--- src/rtl/fifo_pkg.sv ---
// -----------------------------------------------------------------------------
// fifo_pkg
// Shared helpers for the async FIFO pointer blocks (write and read side).
// The Gray conversions are written on a fixed 32-bit container. Callers
// zero-extend their pointer into it and keep the low bits of the result.
// Zero upper bits convert to zero upper bits, so the low bits are correct
// for any pointer width up to PTR_MAX_W.
// -----------------------------------------------------------------------------
package fifo_pkg;

  localparam int PTR_MAX_W = 32;

  typedef logic [PTR_MAX_W-1:0] ptr_max_t;

  function automatic ptr_max_t bin2gray(input ptr_max_t b);
    return b ^ (b >> 1);
  endfunction

  // Each binary bit is the XOR of all Gray bits at or above it.
  function automatic ptr_max_t gray2bin(input ptr_max_t g);
    ptr_max_t b;
    b[PTR_MAX_W-1] = g[PTR_MAX_W-1];
    for (int i = PTR_MAX_W - 2; i >= 0; i--) begin
      b[i] = b[i+1] ^ g[i];
    end
    return b;
  endfunction

endpackage

--- src/rtl/fifo_wptr_full_if.sv ---
// -----------------------------------------------------------------------------
// fifo_wptr_full_if
// Write-domain bundle between the producer, the read-pointer synchroniser,
// fifomem and the write-pointer/full block.
//   master : producer / environment side (drives winc, wq2_rptr, wclr_ovf)
//   slave  : fifo_wptr_full (drives address, enable, pointer and flags)
// Signals:
//   winc          write request
//   wq2_rptr      read Gray pointer already synchronised into wclk
//   wclr_ovf      clear sticky overflow
//   waddr         binary write address to fifomem
//   wclken        write enable to fifomem
//   wptr          registered Gray write pointer
//   wfull         full flag
//   walmost_full  almost-full flag
//   wlevel        occupied entries, 0..DEPTH
//   woverflow     sticky write-while-full flag
// -----------------------------------------------------------------------------
interface fifo_wptr_full_if #(
  parameter int ADDRSIZE = 4
);
  logic                winc;
  logic [ADDRSIZE:0]   wq2_rptr;
  logic                wclr_ovf;
  logic [ADDRSIZE-1:0] waddr;
  logic                wclken;
  logic [ADDRSIZE:0]   wptr;
  logic                wfull;
  logic                walmost_full;
  logic [ADDRSIZE:0]   wlevel;
  logic                woverflow;

  modport master (
    output winc, wq2_rptr, wclr_ovf,
    input  waddr, wclken, wptr, wfull, walmost_full, wlevel, woverflow
  );

  modport slave (
    input  winc, wq2_rptr, wclr_ovf,
    output waddr, wclken, wptr, wfull, walmost_full, wlevel, woverflow
  );
endinterface

--- src/rtl/fifo_wptr_full.sv ---
// -----------------------------------------------------------------------------
// fifo_wptr_full
// Write-domain pointer and full-flag generator of the async FIFO.
// Holds the binary write address and the Gray write pointer, gates writes
// into fifomem, and compares against the read pointer already synchronised
// into wclk. From that it derives full, almost-full, fill level and a sticky
// overflow flag. Full and level are pessimistic: a read only frees space
// once its pointer has crossed the synchroniser.
// Ports:
//   wclk  write clock (sole clock)
//   wrst  synchronous active-high reset
//   wif   fifo_wptr_full_if.slave bundle (see interface header)
// Parameters:
//   ADDRSIZE      memory address bits (>= 2). DEPTH = 1 << ADDRSIZE.
//   AFULL_MARGIN  walmost_full when level >= DEPTH - AFULL_MARGIN (1..DEPTH-1)
// -----------------------------------------------------------------------------
module fifo_wptr_full
  import fifo_pkg::*;
#(
  parameter int ADDRSIZE     = 4,
  parameter int AFULL_MARGIN = 2
) (
  input  logic           wclk,
  input  logic           wrst,
  fifo_wptr_full_if.slave wif
);

  localparam int DEPTH = 1 << ADDRSIZE;
  localparam int PW    = ADDRSIZE + 1;

  logic [PW-1:0] wbin_q,   wbin_d;
  logic [PW-1:0] wptr_q,   wptr_d;
  logic [PW-1:0] wlevel_q, wlevel_d;
  logic          wfull_q,  wfull_d;
  logic          wafull_q, wafull_d;
  logic          wovf_q,   wovf_d;

  logic          wr_ok;
  logic [PW-1:0] rbin;
  logic [PW-1:0] full_cmp;
  ptr_max_t      gray_w;
  ptr_max_t      rbin_w;
  logic          unused_hi_bits;

  always_comb begin
    wr_ok  = wif.winc & ~wfull_q;
    wbin_d = wbin_q + {{(PW-1){1'b0}}, wr_ok};

    gray_w = bin2gray(ptr_max_t'(wbin_d));
    wptr_d = gray_w[PW-1:0];

    rbin_w = gray2bin(ptr_max_t'(wif.wq2_rptr));
    rbin   = rbin_w[PW-1:0];

    // Full when the write pointer is exactly one lap ahead of the read
    // pointer. In Gray code that is the two MSBs inverted, the rest equal.
    full_cmp = {~wif.wq2_rptr[PW-1:PW-2], wif.wq2_rptr[PW-3:0]};
    wfull_d  = (wptr_d == full_cmp);

    // Modular difference; equals DEPTH exactly in the full case.
    wlevel_d = wbin_d - rbin;
    wafull_d = (ptr_max_t'(wlevel_d) >= ptr_max_t'(DEPTH - AFULL_MARGIN));

    // Setting wins over a simultaneous clear.
    wovf_d = (wif.winc & wfull_q) | (wovf_q & ~wif.wclr_ovf);
  end

  assign unused_hi_bits = ^{gray_w[PTR_MAX_W-1:PW], rbin_w[PTR_MAX_W-1:PW]};

  always_ff @(posedge wclk) begin
    if (wrst) begin
      wbin_q   <= '0;
      wptr_q   <= '0;
      wlevel_q <= '0;
      wfull_q  <= 1'b0;
      wafull_q <= 1'b0;
      wovf_q   <= 1'b0;
    end else begin
      wbin_q   <= wbin_d;
      wptr_q   <= wptr_d;
      wlevel_q <= wlevel_d;
      wfull_q  <= wfull_d;
      wafull_q <= wafull_d;
      wovf_q   <= wovf_d;
    end
  end

  assign wif.waddr        = wbin_q[ADDRSIZE-1:0];
  assign wif.wclken       = wr_ok;
  assign wif.wptr         = wptr_q;
  assign wif.wfull        = wfull_q;
  assign wif.walmost_full = wafull_q;
  assign wif.wlevel       = wlevel_q;
  assign wif.woverflow    = wovf_q;

endmodule

--- src/flat_wrapper.sv ---
// flat-port wrapper written by rule: the top's interface ports become plain ports
module fifo_wptr_full_flat import fifo_pkg::*;
#(
  parameter int ADDRSIZE     = 4,
  parameter int AFULL_MARGIN = 2
)
  (wclk, wrst, wif_winc, wif_wq2_rptr, wif_wclr_ovf, wif_waddr, wif_wclken, wif_wptr, wif_wfull, wif_walmost_full, wif_wlevel, wif_woverflow);
  fifo_wptr_full_if #(.ADDRSIZE(ADDRSIZE)) wif_i ();
  input  logic wclk;
  input  logic wrst;
  input wire logic [$bits(wif_i.winc)-1:0] wif_winc;
  input wire logic [$bits(wif_i.wq2_rptr)-1:0] wif_wq2_rptr;
  input wire logic [$bits(wif_i.wclr_ovf)-1:0] wif_wclr_ovf;
  output wire logic [$bits(wif_i.waddr)-1:0] wif_waddr;
  output wire logic [$bits(wif_i.wclken)-1:0] wif_wclken;
  output wire logic [$bits(wif_i.wptr)-1:0] wif_wptr;
  output wire logic [$bits(wif_i.wfull)-1:0] wif_wfull;
  output wire logic [$bits(wif_i.walmost_full)-1:0] wif_walmost_full;
  output wire logic [$bits(wif_i.wlevel)-1:0] wif_wlevel;
  output wire logic [$bits(wif_i.woverflow)-1:0] wif_woverflow;
  assign wif_i.winc = wif_winc;
  assign wif_i.wq2_rptr = wif_wq2_rptr;
  assign wif_i.wclr_ovf = wif_wclr_ovf;
  assign wif_waddr = wif_i.waddr;
  assign wif_wclken = wif_i.wclken;
  assign wif_wptr = wif_i.wptr;
  assign wif_wfull = wif_i.wfull;
  assign wif_walmost_full = wif_i.walmost_full;
  assign wif_wlevel = wif_i.wlevel;
  assign wif_woverflow = wif_i.woverflow;
  fifo_wptr_full #(.ADDRSIZE(ADDRSIZE), .AFULL_MARGIN(AFULL_MARGIN)) u_core (.wclk(wclk), .wrst(wrst), .wif(wif_i));
endmodule
--- config.mk ---
export PLATFORM = sky130hd
export DESIGN_NAME = fifo_wptr_full_flat
export DESIGN_NICKNAME = d
export VERILOG_FILES = /design/src/rtl/fifo_pkg.sv /design/src/rtl/fifo_wptr_full_if.sv /design/src/rtl/fifo_wptr_full.sv /design/src/flat_wrapper.sv
export SDC_FILE = /design/constraint.sdc
export NUM_CORES = 1
export LEC_CHECK = 0
export ABC_AREA = 1
export CAP_MARGIN = 20
export CORE_ASPECT_RATIO = 1.25
export CORE_MARGIN = 4
export CORE_UTILIZATION = 40
export DETAILED_ROUTE_END_ITERATION = 16
export DONT_BUFFER_PORTS = 1
export GPL_TIMING_DRIVEN = 0
export PLACE_DENSITY = 0.61
export SLEW_MARGIN = 10
export SYNTH_ARGS = -nofsm -noshare
export SYNTH_HDL_FRONTEND = slang
export SYNTH_SLANG_ARGS = --single-unit
--- constraint.sdc ---
create_clock -name wclk -period 2 [get_ports wclk]
set_input_delay 0.2 -clock wclk [delete_from_list [all_inputs] [get_ports wclk]]
set_output_delay 0.2 -clock wclk [all_outputs]
set_load 0.01 [all_outputs]
Word-level counts from Yosys, hierarchy flattened. Cells that the tools add are included.

Logic and storage cells: 22. Output and inout port bits: 18. Register bits: 18. Input port bits: 9.

Bitwise operators: 12. Eq/ne operators: 1. Add/sub/neg operators: 2. $lt $le $gt $ge: 1.

Operators with widths (count): adder 5 x 1 -> 5 bit (1); equality test 5 bit (1); >= comparator 5 x 4 -> 1 bit (second input constant) (1); subtractor 5 bit (1); XOR 5 x 4 -> 5 bit (1); XOR 1 bit (4); AND 1 bit (3); NOT 1 bit (2); NOT 2 bit (1); bitwise OR 1 bit (1).

Longest topological paths before layout.
Depth in word-level cells: 6. Depth in mapped cells: 15. Mapped depth without buffers: 15.

Least setup slack after synthesis. Ideal clock, no wire load.

Path kind: register to register. From: register u_core.wfull_q, in the netlist u_core.wif.wfull. To: register u_core.wafull_q, in the netlist u_core.wif.walmost_full. Path slack: -0.095 ns. Stages on the path, launching flop included: 13. Period minus slack after synthesis: 2.095 ns. Data required time: 1.885 ns. Buffers on the path: 0. Data arrival time: 1.980 ns. Cell sequence: dfxtp_1 nor2_1 ha_1 inv_1 nand2_1 nand2_2 fa_1 o21bai_1 a21oi_1 inv_1 nand2_1 nand3_1 nand2_1.

Cells in the longest elaborated chain, start to end: 5.

Ends and longest elaborated chain: start, declared (line fifo_wptr_full.sv:34) `logic wfull_q, wfull_d;`; start signal, assigned (line fifo_wptr_full.sv:82) `wfull_q <= wfull_d;`; NOT 1 bit (line fifo_wptr_full.sv:46) `wr_ok = wif.winc & ~wfull_q;`; AND 1 bit (line fifo_wptr_full.sv:46); via wif_wclken (line flat_wrapper.sv:15) `output wire logic [$bits(wif_i.wclken)-1:0] wif_wclken;`; adder 5 x 1 -> 5 bit (line fifo_wptr_full.sv:47) `wbin_d = wbin_q + {{(PW-1){1'b0}}, wr_ok};`; subtractor 5 bit (line fifo_wptr_full.sv:61) `wlevel_d = wbin_d - rbin;`; >= comparator 5 x 4 -> 1 bit (line fifo_wptr_full.sv:62) `wafull_d = (ptr_max_t'(wlevel_d) >= ptr_max_t'(DEPTH - AFULL_MARGIN));`; end signal, assigned (line fifo_wptr_full.sv:83) `wafull_q <= wafull_d;`; end, declared (line fifo_wptr_full.sv:35) `logic wafull_q, wafull_d;`.

The timed path passes the listed nets, and every way through them passes these cells. A chain may end at the register's enable or synchronous reset.

Final worst setup path.
From: register u_core.wfull_q, in the netlist u_core.wif.wfull. To: register u_core.wafull_q, in the netlist u_core.wif.walmost_full.

Cells in the longest elaborated chain, start to end: 5.

Ends and longest elaborated chain: NOT 1 bit (line fifo_wptr_full.sv:46); AND 1 bit (line fifo_wptr_full.sv:46); via wif_wclken (line flat_wrapper.sv:15); adder 5 x 1 -> 5 bit (line fifo_wptr_full.sv:47); via u_core.wbin_d[0] (line fifo_wptr_full.sv:31) `logic [PW-1:0] wbin_q, wbin_d;`; subtractor 5 bit (line fifo_wptr_full.sv:61); >= comparator 5 x 4 -> 1 bit (line fifo_wptr_full.sv:62).

The timed path passes the listed nets, and every way through them passes these cells.

==> flow_metrics.env <==
export IMPL_first_global_vias=851
export IMPL_cts_root_buf="clkbuf_4"
export IMPL_yosysSeqAreaShare_pct=33.5
export IMPL_worstSkewPairLatency_ps=290
export IMPL_synth_cell_area_um2=1020
export IMPL_via_per_inst=4.92
export IMPL_yosysTopAreaCell="dfxtp_1"
export IMPL_start_kind="flip-flop"
export IMPL_dr_pass1_iters=4
export IMPL_path_class="reg -> reg"
export IMPL_syn_num_nets=162
export IMPL_layout_cells_non_filler=192
export IMPL_postLayoutCoreUtil_pct=53.6
export IMPL_antenna_found_initial=0
export IMPL_hp_class="in -> reg"
export IMPL_synth_most_common_cell="nand2_1"
export IMPL_dp_cells=179
export IMPL_period_minus_slack_ps=1970
export IMPL_syn2layout_area_growth_pct=27.8
export IMPL_synth_seq_cells=17
export IMPL_synth_edf_count=0
export IMPL_io_buffer_count=0
export IMPL_netlist_top_cells_count="nand2_1, inv_1, nand3_1, dfxtp_1, nor2_1"
export IMPL_ys_async_sr_fraction_pct=0
export IMPL_coreArea_um2=2430
export IMPL_drtIter0Drc=18
export IMPL_wl_per_cell_um=12.1
export IMPL_clkSinkCount=17
export IMPL_rows=20
export IMPL_postRouteAntennaNets=0
export IMPL_min_period_over_period_pct=98.7
export IMPL_grt_pass1_wl_mm=3.56
export IMPL_synth_distinct_cells=23
export IMPL_cts_htree_levels=1
export IMPL_ir_worst_vdd_v=0.000418
export IMPL_finClkSkew_ps=6.96
export IMPL_cts_tree="built"
export IMPL_setup_viol=0
export IMPL_num_antenna_cells=0
export IMPL_start_util_pct=41.9
export IMPL_final_max_slew_viol_count=0
export IMPL_fmax_mhz=507
export IMPL_synth_top_cell_area_share_pct=33.5
export IMPL_n_fill_cell=237
export IMPL_path_max_fanout=4
export IMPL_routed_via_count=944
export IMPL_power_density_nw_per_um2=660
export IMPL_worst_pin_slew_ps=493
export IMPL_io_pins=27
export IMPL_fp_dieArea_um2=3420
export IMPL_place_gp_congestion=0.816
export IMPL_yosysWarnings=0
export IMPL_endpoint_kind="flip-flop"
export IMPL_status="complete, no violations"
export IMPL_leakage_nw=0.608
export IMPL_clk_transition_reported_paths_ps=100
export IMPL_cts_buffers=3
export IMPL_rsz0062_at_grt="true"
export IMPL_grt_usage_pct=13.9
export IMPL_relSlewSlack_pct=67.1
export IMPL_synth_area_leaders="dfxtp_1, nand2_1, nand3_1, ha_1, inv_1"
export IMPL_final_nets=176
export IMPL_critPathRequiredTime_ps=2200
export IMPL_drive_gt1_share_pct=30.8
export IMPL_synth_main_ff_cell="dfxtp_1"
export IMPL_die_y_um=64.4
export IMPL_p_total_mw=0.858
export IMPL_cts_buffer_depth=2
export IMPL_place_hpwl_mm=1.69
export IMPL_gr_total_overflow=0
export IMPL_wl_mm=2.33
export IMPL_synth_area_per_cell_um2=6.97
export IMPL_drc=0
export IMPL_grt_max_degree=11
export IMPL_hold_viol_final=0
export IMPL_cp_arrival_ps=2170
export IMPL_hold_ws_ps=72.2
export IMPL_die_x_um=53.1
export IMPL_synthCells=146
export IMPL_maxCapViolations=0
## final timing paths
kind	slack, ps	depth (start not counted)	endpoint	startpoint
setup reg to reg	30	11	u_core.wif.walmost_full	u_core.wif.wfull
hold / removal	70	2	u_core.wif.woverflow	wif_winc
setup / recovery	30	11	u_core.wif.walmost_full	u_core.wif.wfull
hold reg to reg	570	2	u_core.wif.woverflow	u_core.wif.woverflow
## cells in the final DEF, fill, tap and decap left out, drive strengths merged
| master | n |
|---|---|
| nand4 | 1 |
| o21ai | 3 |
| clkbuf | 4 |
| xnor2 | 1 |
| buf | 9 |
| dfxtp | 17 |
| nor2 | 14 |
| ha | 6 |
| nand3b | 2 |
| xor2 | 2 |
| dlygate4sd3 | 1 |
| clkinv | 1 |
| or2 | 1 |
| inv | 21 |
| nand3 | 19 |
| fa | 1 |
| o21bai | 1 |
| nand2 | 49 |
| a21oi | 6 |
## state kept, by name (all words and copies together) (netlist names)
signal / flops
u_core.wbin_q: 4
u_core.wif.wfull: 1
u_core.wif.woverflow: 1
u_core.wif.wlevel: 5
u_core.wif.walmost_full: 1
u_core.wif.wptr: 5
## stage by stage
| step | cell area [µm²] | worst slack [ps] | TNS (ps) |
|---|---|---|---|
| 2_1_floorplan | 1020 | 0.154 | 0 |
| 3_3_place_gp | 1060 | -195 | -526 |
| 3_5_place_dp | 1060 | -224 | -615 |
| 4_1_cts | 1160 | 2.51 | 0 |
| 5_1_grt | 1300 | -89.4 | -173 |
| 6_report | 1300 | 26.1 | 0 |
## layout make-up
type / count / area, µm² / area share [%]
Buffer: 2 / 15.0 / 1.15
Clock buffer: 3 / 22.5 / 1.73
Clock inverter: 1 / 5.00 / 0.385
Inverter: 21 / 81.3 / 6.26
Multi-Input combinational cell: 106 / 719 / 55.3
Sequential cell: 17 / 345 / 26.6
Tap cell: 33 / 41.3 / 3.18
Timing Repair Buffer: 9 / 70.1 / 5.39
## routing by layer
metal	up-vias	GRT usage [%]	part of all wire, %
met5	-	0	0
met4	0	6.71	2.4
met3	7	3.03	5.7
met2	23	21.7	51
met1	431	17.6	41
li1	483	-	-
## report_power, final
group          internal, mW  switching [mW]  total (mW)
combinational         0.122           0.143       0.265
clock                0.0744           0.112       0.187
sequential            0.372          0.0347       0.407
total                 0.568           0.290       0.858
## kinds of logic after synthesis
logic type,after synthesis,synth area share (%)
compound gates,10,5.90
xor+xnor,3,2.58
fa+ha+maj,7,9.35
buf+inv,23,9.22
flops,17,33.5
simple gates,86,39.5
## repair_timing
item,CTS,global route
buffers inserted,1,7
setup endpoints to repair,4,3
resized for setup,10,17
cloned,0,0
hold buffers,1,0
pin swaps,3,14
endpoints found under the hold margin,4,0
## critical path, cell delays in order, from the launching register on
cell and delay (ps):
dfxtp_4 380, nor2_4 210, ha_4 190, inv_4 50, ha_4 160, fa_2 400, o21bai_1 180, a21oi_2 80
inv_1 50, nand2_1 60, nand3_2 60, nand2_1 40
(Power assumes the default switching activity.)
